===== config.mk =====
export PLATFORM = sky130hd
export DESIGN_NAME = uart_requester
export DESIGN_NICKNAME = d
export VERILOG_FILES = /design/src/rtl/uart_pkg.sv /design/src/rtl/uart_rx_core.sv /design/src/rtl/uart_requester.sv
export SDC_FILE = /design/constraint.sdc
export NUM_CORES = 1
export LEC_CHECK = 0
export ABC_AREA = 1
export CAP_MARGIN = 20
export CELL_PAD_IN_SITES_DETAIL_PLACEMENT = 1
export CELL_PAD_IN_SITES_GLOBAL_PLACEMENT = 1
export CORE_MARGIN = 10
export CORE_UTILIZATION = 48
export DETAILED_ROUTE_END_ITERATION = 10
export MAX_ROUTING_LAYER = met4
export PLACE_DENSITY = 0.83
export SLEW_MARGIN = 5
export SYNTH_ARGS = -nofsm -noshare
export SYNTH_HDL_FRONTEND = slang
export SYNTH_HIERARCHICAL = 1
export SYNTH_SLANG_ARGS = --single-unit

===== constraint.sdc =====
create_clock -name clk_50mhz -period 3.5 [get_ports clk_50mhz]
set_clock_uncertainty 0.05 [all_clocks]
set_input_delay 0.525 -clock clk_50mhz [delete_from_list [all_inputs] [get_ports clk_50mhz]]
set_output_delay 0.525 -clock clk_50mhz [all_outputs]
set_load 0.05 [all_outputs]

===== src/rtl/uart_pkg.sv =====
// Shared types and constants for the UART requester.
// Build option: define UART_REQ_PARITY_EN for 8E1 framing; otherwise frames are 8N1.
package uart_pkg;

    typedef enum logic [2:0] {
        IDLE,
        SEND,
        WAIT_B0,
        RECV_B0,
        WAIT_B1,
        RECV_B1,
        DONE
    } req_state_e;

    localparam int unsigned DEFAULT_CLKS_PER_BIT = 434;
    localparam int unsigned DEFAULT_TIMEOUT_BITS = 40;
    localparam int unsigned DATA_BITS            = 8;

`ifdef UART_REQ_PARITY_EN
    localparam int unsigned FRAME_LEN = 11;
`else
    localparam int unsigned FRAME_LEN = 10;
`endif

    localparam logic UART_IDLE_LEVEL = 1'b1;

    // Two-byte reply as delivered to local logic
    typedef struct packed {
        logic [7:0] code;
        logic [7:0] data;
    } uart_rsp_t;

    // Even parity: XOR of the data bits
    function automatic logic even_parity(input logic [7:0] d);
        return ^d;
    endfunction

endpackage


===== src/rtl/uart_rx_core.sv =====
// Receive path: rx synchroniser, start-bit qualification, mid-bit sampling and
// stop/parity checking for one byte. Starts only while armed by the requester.
// Build option: UART_REQ_PARITY_EN adds an even-parity check before the stop bit.
module uart_rx_core
    import uart_pkg::*;
#(
    parameter int unsigned CLKS_PER_BIT = DEFAULT_CLKS_PER_BIT
)
(
    input  logic       clk_50mhz,
    input  logic       reset,
    input  logic       rx,
    input  logic       enable,
    output logic       fall_c,
    output logic       glitch,
    output logic       byte_valid,
    output logic [7:0] rx_byte,
    output logic       err
);

    localparam int unsigned CNT_W    = $clog2(CLKS_PER_BIT);
    localparam int unsigned BIT_W    = $clog2(FRAME_LEN);
    localparam int unsigned HALF     = CLKS_PER_BIT / 2;
    localparam int unsigned STOP_IDX = FRAME_LEN - 1;

    logic             rx_meta;
    logic             rx_sync;
    logic             rx_prev;
    logic             active;
    logic [CNT_W-1:0] cnt;
    logic [CNT_W-1:0] limit;
    logic [BIT_W-1:0] bit_idx;
    logic [7:0]       shift;

    // Two-flop synchroniser plus one history flop for edge detection
    always_ff @(posedge clk_50mhz or negedge reset) begin
        if (!reset) begin
            rx_meta <= UART_IDLE_LEVEL;
            rx_sync <= UART_IDLE_LEVEL;
            rx_prev <= UART_IDLE_LEVEL;
        end else begin
            rx_meta <= rx;
            rx_sync <= rx_meta;
            rx_prev <= rx_sync;
        end
    end

    assign fall_c = rx_prev & ~rx_sync;

    // Start bit is checked half a bit in; every later sample is one bit apart
    assign limit = (bit_idx == '0) ? CNT_W'(HALF - 1) : CNT_W'(CLKS_PER_BIT - 1);

    // Bit sampler and frame checker
    always_ff @(posedge clk_50mhz or negedge reset) begin
        if (!reset) begin
            active     <= 1'b0;
            cnt        <= '0;
            bit_idx    <= '0;
            shift      <= '0;
            rx_byte    <= '0;
            byte_valid <= 1'b0;
            err        <= 1'b0;
            glitch     <= 1'b0;
        end else begin
            byte_valid <= 1'b0;
            err        <= 1'b0;
            glitch     <= 1'b0;
            if (!active) begin
                if (enable && fall_c) begin
                    active  <= 1'b1;
                    cnt     <= '0;
                    bit_idx <= '0;
                end
            end else if (cnt != limit) begin
                cnt <= cnt + 1'b1;
            end else begin
                cnt     <= '0;
                bit_idx <= bit_idx + 1'b1;
                if (bit_idx == '0) begin
                    if (rx_sync) begin
                        active <= 1'b0;
                        glitch <= 1'b1;
                    end
                end else if (bit_idx <= BIT_W'(DATA_BITS)) begin
                    shift <= {rx_sync, shift[7:1]};
`ifdef UART_REQ_PARITY_EN
                end else if (bit_idx != BIT_W'(STOP_IDX)) begin
                    if (rx_sync != even_parity(shift)) begin
                        active <= 1'b0;
                        err    <= 1'b1;
                    end
`endif
                end else begin
                    active <= 1'b0;
                    if (rx_sync) begin
                        byte_valid <= 1'b1;
                        rx_byte    <= shift;
                    end else begin
                        err <= 1'b1;
                    end
                end
            end
        end
    end

endmodule


===== src/rtl/uart_requester.sv =====
// Host-side UART initiator: sends one command byte, then collects a two-byte
// reply (code, data) with a per-byte start timeout.
// Build option: define UART_REQ_PARITY_EN for 8E1 frames in both directions.
module uart_requester
    import uart_pkg::*;
#(
    parameter int unsigned CLKS_PER_BIT = DEFAULT_CLKS_PER_BIT,
    parameter int unsigned TIMEOUT_BITS = DEFAULT_TIMEOUT_BITS
)
(
    input  logic       clk_50mhz,
    input  logic       reset,
    input  logic       req_valid,
    output logic       req_ready,
    input  logic [7:0] req_cmd,
    input  logic       rx,
    output logic       tx,
    output logic       rsp_valid,
    output logic [7:0] rsp_code,
    output logic [7:0] rsp_data,
    output logic       timeout,
    output logic       frame_err,
    output logic       busy
);

    localparam int unsigned CNT_W      = $clog2(CLKS_PER_BIT);
    localparam int unsigned BIT_W      = $clog2(FRAME_LEN);
    localparam int unsigned TMO_CYCLES = TIMEOUT_BITS * CLKS_PER_BIT;
    localparam int unsigned TMO_W      = $clog2(TMO_CYCLES);
    localparam int unsigned TXS_W      = FRAME_LEN - 1;

    req_state_e       state;
    logic [CNT_W-1:0] clk_cnt;
    logic [BIT_W-1:0] bit_cnt;
    logic [TMO_W-1:0] tmo_cnt;
    logic [TXS_W-1:0] tx_frame;
    logic [TXS_W-1:0] tx_load;
    logic [7:0]       code_shadow;
    logic [7:0]       data_shadow;
    uart_rsp_t        rsp_q;

    logic             rx_arm;
    logic             rx_fall_c;
    logic             rx_glitch;
    logic             rx_byte_valid;
    logic [7:0]       rx_byte;
    logic             rx_err;

    // Bits following the start bit, LSB first, stop bit last
`ifdef UART_REQ_PARITY_EN
    assign tx_load = {UART_IDLE_LEVEL, even_parity(req_cmd), req_cmd};
`else
    assign tx_load = {UART_IDLE_LEVEL, req_cmd};
`endif

    assign rx_arm   = (state == WAIT_B0) || (state == WAIT_B1);
    assign rsp_code = rsp_q.code;
    assign rsp_data = rsp_q.data;

    uart_rx_core #(
        .CLKS_PER_BIT (CLKS_PER_BIT)
    ) u_rx_core (
        .clk_50mhz  (clk_50mhz),
        .reset      (reset),
        .rx         (rx),
        .enable     (rx_arm),
        .fall_c     (rx_fall_c),
        .glitch     (rx_glitch),
        .byte_valid (rx_byte_valid),
        .rx_byte    (rx_byte),
        .err        (rx_err)
    );

    // Transaction FSM with registered outputs and inline TX shifter
    always_ff @(posedge clk_50mhz or negedge reset) begin
        if (!reset) begin
            state       <= IDLE;
            clk_cnt     <= '0;
            bit_cnt     <= '0;
            tmo_cnt     <= '0;
            tx_frame    <= '0;
            code_shadow <= '0;
            data_shadow <= '0;
            rsp_q       <= '0;
            tx          <= UART_IDLE_LEVEL;
            req_ready   <= 1'b0;
            busy        <= 1'b0;
            rsp_valid   <= 1'b0;
            timeout     <= 1'b0;
            frame_err   <= 1'b0;
        end else begin
            rsp_valid <= 1'b0;
            timeout   <= 1'b0;
            frame_err <= 1'b0;
            case (state)
                IDLE: begin
                    tx   <= UART_IDLE_LEVEL;
                    busy <= 1'b0;
                    if (req_valid && req_ready) begin
                        tx_frame  <= tx_load;
                        tx        <= 1'b0;
                        clk_cnt   <= '0;
                        bit_cnt   <= '0;
                        busy      <= 1'b1;
                        req_ready <= 1'b0;
                        state     <= SEND;
                    end else begin
                        req_ready <= 1'b1;
                    end
                end
                SEND: begin
                    if (clk_cnt == CNT_W'(CLKS_PER_BIT - 1)) begin
                        clk_cnt <= '0;
                        if (bit_cnt == BIT_W'(FRAME_LEN - 1)) begin
                            tx      <= UART_IDLE_LEVEL;
                            tmo_cnt <= '0;
                            state   <= WAIT_B0;
                        end else begin
                            bit_cnt  <= bit_cnt + 1'b1;
                            tx       <= tx_frame[0];
                            tx_frame <= {UART_IDLE_LEVEL, tx_frame[TXS_W-1:1]};
                        end
                    end else begin
                        clk_cnt <= clk_cnt + 1'b1;
                    end
                end
                WAIT_B0, WAIT_B1: begin
                    // A start edge in the expiry cycle still counts as in time
                    if (rx_fall_c) begin
                        state <= (state == WAIT_B0) ? RECV_B0 : RECV_B1;
                    end else if (tmo_cnt == TMO_W'(TMO_CYCLES - 1)) begin
                        timeout <= 1'b1;
                        busy    <= 1'b0;
                        state   <= IDLE;
                    end else begin
                        tmo_cnt <= tmo_cnt + 1'b1;
                    end
                end
                RECV_B0: begin
                    if (rx_glitch) begin
                        state <= WAIT_B0;
                    end else if (rx_err) begin
                        frame_err <= 1'b1;
                        busy      <= 1'b0;
                        state     <= IDLE;
                    end else if (rx_byte_valid) begin
                        code_shadow <= rx_byte;
                        tmo_cnt     <= '0;
                        state       <= WAIT_B1;
                    end
                end
                RECV_B1: begin
                    if (rx_glitch) begin
                        state <= WAIT_B1;
                    end else if (rx_err) begin
                        frame_err <= 1'b1;
                        busy      <= 1'b0;
                        state     <= IDLE;
                    end else if (rx_byte_valid) begin
                        data_shadow <= rx_byte;
                        state       <= DONE;
                    end
                end
                DONE: begin
                    rsp_q     <= '{code: code_shadow, data: data_shadow};
                    rsp_valid <= 1'b1;
                    busy      <= 1'b0;
                    state     <= IDLE;
                end
                default: begin
                    busy  <= 1'b0;
                    state <= IDLE;
                end
            endcase
        end
    end

endmodule


* Word-level counts from Yosys, hierarchy flattened
Index checks and enable logic that the tools add are counted.
** Storage, ports and cells
- Flip-flop bits (word level) :: 114
- Word-level logic and storage cells :: 161
** Operators by class
- Add/subtract/negate cells :: 5
- Magnitude comparators :: 1
- Equality and inequality tests :: 26
- Mux-type cells :: 74
- Bitwise logic cells :: 8
- Reductions and logical operators :: 21
** Operators with widths (count)
- two-way mux 15 bit :: 7
- two-way mux 9 bit :: 9
- one-hot mux 15 bit (3 select lines) :: 1
- two-way mux 3 bit :: 12
- one-hot mux 9 bit (2 select lines) :: 2
- two-way mux 1 bit :: 33
- two-way mux 4 bit :: 6
- inequality test 2 bit (second input constant) :: 11
- adder 9 x 1 -> 9 bit (second input constant) :: 2
- AND reduction 4 bit :: 4
- adder 15 x 1 -> 15 bit (second input constant) :: 1
- equality test 15 bit (second input constant) :: 1
- one-hot mux 3 bit (5 select lines) :: 1
- AND reduction 5 bit :: 2
- equality test 3 bit (second input constant) :: 3
- equality test 9 bit (second input constant) :: 1
- inequality test 9 bit :: 1
- adder 4 x 1 -> 4 bit (second input constant) :: 2
- inequality test 4 x 1 -> 1 bit (second input constant) :: 2
- one-hot mux 4 bit (2 select lines) :: 1
- AND reduction 8 bit :: 1
- inverter 1 bit :: 7
- equality test 3 x 2 -> 1 bit (second input constant) :: 2
- AND reduction 2 bit :: 3
- 16 further kinds :: 20

* Logic depth before layout (Yosys ltp)
- Depth in word-level cells :: 5
- Mapped depth :: 12
- Depth with buffers taken out :: 11

* Hierarchy
Netlist, hierarchy kept.
** Modules (own cells, without submodules)
- uart_requester :: times used 1, cells an instance 479, area an instance 3844.9 µm²
- uart_rx_core :: times used 1, cells an instance 198, area an instance 1731.7 µm²

* Least setup slack after synthesis
OpenSTA, ideal clock, no wires.
- Path kind :: flip-flop to flip-flop
- From :: reg clk_cnt[1]
- To :: reg tx_frame[7]
- Arrival :: 1417 ps
- Path slack :: 1910 ps
- Stages on the path, launching flop included :: 11
- Path buffers :: 1
- Path through :: dfrtp_1 inv_1 ha_1 nand2_1 nor2_1 nand2_1 o21ai_1 nand2_1 buf_2 nand2_1 o21ai_1
** On the way
- Word-level cells in the longest chain between the ends :: 3
** RTL lines
- from (decl) :: line uart_requester.sv:33 : logic [CNT_W-1:0] clk_cnt;
- from (signal assigned) :: line uart_requester.sv:124 : clk_cnt <= clk_cnt + 1'b1;
- equality test 9 bit :: line uart_requester.sv:112 : if (clk_cnt == CNT_W'(CLKS_PER_BIT - 1)) begin
- inequality test 2 bit (no source line)
- AND reduction 4 bit (no source line)
- to (signal assigned) :: line uart_requester.sv:100 : tx_frame <= tx_load;
- to (signal assigned) :: line uart_requester.sv:121 : tx_frame <= {UART_IDLE_LEVEL, tx_frame[TXS_W-1:1]};
- to (decl) :: line uart_requester.sv:36 : logic [TXS_W-1:0] tx_frame;
No other way between the ends.
A chain may end at the register's enable or synchronous reset.

* Final worst setup path
- From :: reg tx
- To :: out tx
** RTL lines
- from (decl) :: line uart_requester.sv:17 : output logic tx,
- from (signal assigned) :: line uart_requester.sv:120 : tx <= tx_frame[0];
No word-level cell between the ends.

==> flow_summary.json <==
{
  "cts_resized": 0,
  "cts_buffers": 17,
  "antenna_found_initial": 0,
  "netSwitchingPower_w": 0.00173,
  "hold_viol": 0,
  "io_buffers": 33,
  "ir_worst_vdd_uv": 454,
  "worst_pin_slew_ns": 0.788,
  "dieArea_mm2": 0.0163,
  "drtPass1Iterations": 4,
  "setup_viol": 0,
  "cp_num_buf_inv": 1,
  "critPathArrivalTime_ns": 1.74,
  "synth-async-reset-ratio_pct": 100,
  "comb_power_share_pct": 26.9,
  "synth_top_area_share_pct": 49.4,
  "cts_sinks": 114,
  "pin_count": 34,
  "grt_pass1_wl_um": 25900,
  "seqPwrFrac_pct": 35.4,
  "hp-class": "in2async",
  "area_growth_pct": 18.9,
  "layout-drive-gt1-share_pct": 9.88,
  "pre_cts_ws_ns": 1.31,
  "fmax_ghz": 0.431,
  "drv_slew": 0,
  "gp_congestion": 0.879,
  "antenna_left": 0,
  "die_y_um": 128,
  "root_buffer": "clkbuf_16",
  "grtUsageMet1_pct": 21.7,
  "fillCellCount": 1360,
  "clockBufferDepth": 2,
  "grtUsageMet2_pct": 35.1,
  "finalWorstSetupSlack_ns": 1.18,
  "drt_iter0_drc": 338,
  "grt-busiest-layer": "met2",
  "path_class": "reg2out",
  "vias": 4727,
  "synth-main-ff-cell": "dfrtp_1",
  "path_delay_family": "buffers and inverters",
  "synthCells": 677,
  "fin_crit_sh_pct": 66.3,
  "ys_types": 39,
  "synth_edf_count": 0,
  "p_clk_share_pct": 37.7,
  "grt_max_degree": 61,
  "track_usage_pct": 20.1,
  "post_cts_buffers": 0,
  "hpwl_um": 10100,
  "synth_area_per_cell_um2": 8.24,
  "p_leak_nw": 3.31,
  "start_util_pct": 48.8,
  "slowest_delay_ns": 0.80,
  "netlist_top_cells_area": "dfrtp_1 49%, nand2_1 17%, nand3_1 3.7%, inv_1 3.5%, nand4_1 2.9%",
  "fp.dieW_um": 128,
  "vias_per_cell": 5.42,
  "p_sw_share_pct": 35.6,
  "htree_levels": 4,
  "cp.required_ns": 2.92,
  "core_area_mm2": 0.0114,
  "cts_hold_buffers": 0,
  "wire_per_inst_um": 17.6,
  "worstPathCellList": "clkdlybuf4s50_1",
  "use_met3_pct": 4.96,
  "drt-total-wl_um": 15300,
  "final_nets": 736,
  "p_per_area_mw_per_mm2": 732,
  "synth.cell_area_mm2": 0.00558,
  "rows": 39,
  "timing.slew.headroom_pct": 47.4,
  "cts_tree": "yes",
  "ys_ff_latch": 114,
  "cp-start-kind": "register",
  "yosys_warnings": 6,
  "clkLatencyLatePin_ns": 0.42,
  "crit_path_end_kind": "output pin",
  "outcome": "finished clean",
  "p_int_w": 0.00313,
  "fin_setup_tns_ns": 0,
  "antenna_cells": 0,
  "ys_seq_area_share_pct": 51.2,
  "grt_pass1_vias": 5288,
  "yosysTopAreaCell": "dfrtp_1",
  "drc": 0,
  "syn-num-nets": 697,
  "crit_fanout": 2,
  "rsz0062_at_grt": "no",
  "grt-ovfl-total": 0,
  "critPathSlowestCell": "clkdlybuf4s50_1",
  "max-cap-violations": 0,
  "post-route-min-period_ns": 2.32,
  "clk_pin_slew_ns": 0.06
}
-- metrics by stage --
| step | cells | util [%] | cell area [um2] | total power (W) | hold slack [ns] |
|---|---|---|---|---|---|
| after global routing | 872 | 58.1 | 6630 | 0.00512 | 0.172 |
| after CTS | 872 | 58.1 | 6630 | 0.00489 | 0.148 |
| after floorplan | 677 | - | 5580 | 0.00267 | 0.179 |
| after global placement | 840 | 52.7 | 6010 | 0.00292 | 0.298 |
| after detailed placement | 840 | 52.7 | 6010 | 0.00302 | 0.298 |
| final | 872 | 58.1 | 6630 | 0.00485 | 0.127 |
-- layer usage --
| layer | wire length [um] | share of wire (%) |
|---|---|---|
| met1 | 6300 | 41 |
| met2 | 8260 | 54 |
| met3 | 514 | 3.4 |
| met4 | 267 | 1.7 |
| met5 | 0 | 0 |
-- sequential cells by signal, indices dropped and copies added, names as in the netlist, 3 cells and up --
signal             cells
u_rx_core/cnt          9
rsp_data               8
tmo_cnt               15
clk_cnt                9
u_rx_core/bit_idx      4
code_shadow            8
bit_cnt                4
u_rx_core/rx_byte      8
u_rx_core/shift        8
state                  3
data_shadow            8
rsp_code               8
tx_frame               9
-- cells in the final DEF, fill, tap and decap left out, types with 10 or more instances in the layout --
| cell | instances |
|---|---|
| inv_1 | 52 |
| o21ai_1 | 23 |
| nand3_1 | 41 |
| o22ai_1 | 10 |
| inv_2 | 11 |
| clkdlybuf4s50_1 | 32 |
| dfrtp_1 | 110 |
| nand2_1 | 252 |
| clkbuf_16 | 17 |
| xor2_1 | 11 |
| o21ai_0 | 22 |
| nand4_1 | 26 |
| nor2_1 | 37 |
-- synth_stat cells (2+ instances only) --
| cell | n |
|---|---|
| nand2_1 | 252 |
| dfrtp_1 | 110 |
| inv_1 | 52 |
| nand3_1 | 41 |
| nor2_1 | 37 |
| nand4_1 | 26 |
| o21ai_1 | 23 |
| o21ai_0 | 22 |
| inv_2 | 11 |
| xor2_1 | 11 |
| o22ai_1 | 10 |
| buf_2 | 9 |
| ha_1 | 8 |
| nand2_2 | 8 |
| mux2i_1 | 7 |
| a21oi_1 | 6 |
| nor3_1 | 6 |
| dfstp_2 | 4 |
| nand3_4 | 4 |
| nor2_2 | 4 |
| xnor2_1 | 4 |
| clkbuf_1 | 3 |
| nand2_4 | 2 |
| nor2_8 | 2 |
-- cell families after synthesis --
group                    count (synthesis)  synth area share, %
AO/OA/AOI/OAI                           67                 6.51
AND/OR/NAND/NOR                        385                 30.7
XOR/XNOR                                15                 2.36
adder cells (fa/ha/maj)                  8                 1.80
buffers and inverters                   81                 6.10
flip-flops                             114                 51.2
multiplexers                             7                 1.26
-- power groups by stage --
stage | clock, W | combinational (W) | sequential (W)
final | 0.00183 | 0.00131 | 0.00172
after global routing | 0.00191 | 0.00146 | 0.00175
after CTS | 0.00186 | 0.00132 | 0.00171
after detailed placement | 0 | 0.00129 | 0.00173
after global placement | 0 | 0.00121 | 0.00171
after floorplan | 0 | 0.000953 | 0.00172
-- worst paths after layout --
path / startpoint / endpoint / slack, ns / depth (start not counted)
min in group clk_50mhz: u_rx_core/rx_meta$_DFF_PN1_ / u_rx_core/rx_sync$_DFF_PN1_ / 0.31 / 0
max in group asynchronous: reset / tmo_cnt[14]$_DFFE_PN0P_ / 2.31 / 2
hold / removal: reset / tmo_cnt[7]$_DFFE_PN0P_ / 0.13 / 1
setup / recovery: tx$_DFFE_PN1P_ / tx / 1.18 / 1
setup reg to reg: state[2]$_DFFE_PN0P_ / bit_cnt[1]$_DFFE_PN0P_ / 1.25 / 6
hold reg to reg: u_rx_core/rx_meta$_DFF_PN1_ / u_rx_core/rx_sync$_DFF_PN1_ / 0.31 / 0
-- final cells by class --
cell class	count	area, um2	share of cell area, %
sequential	114	2860	43.1
inverter	65	246	3.72
clock inverter	10	156	2.36
multi-input combinational	482	2380	35.9
timing repair buffer	36	350	5.28
clock buffer	22	464	7.00
tap	143	179	2.70
(Power assumes the default switching activity.)
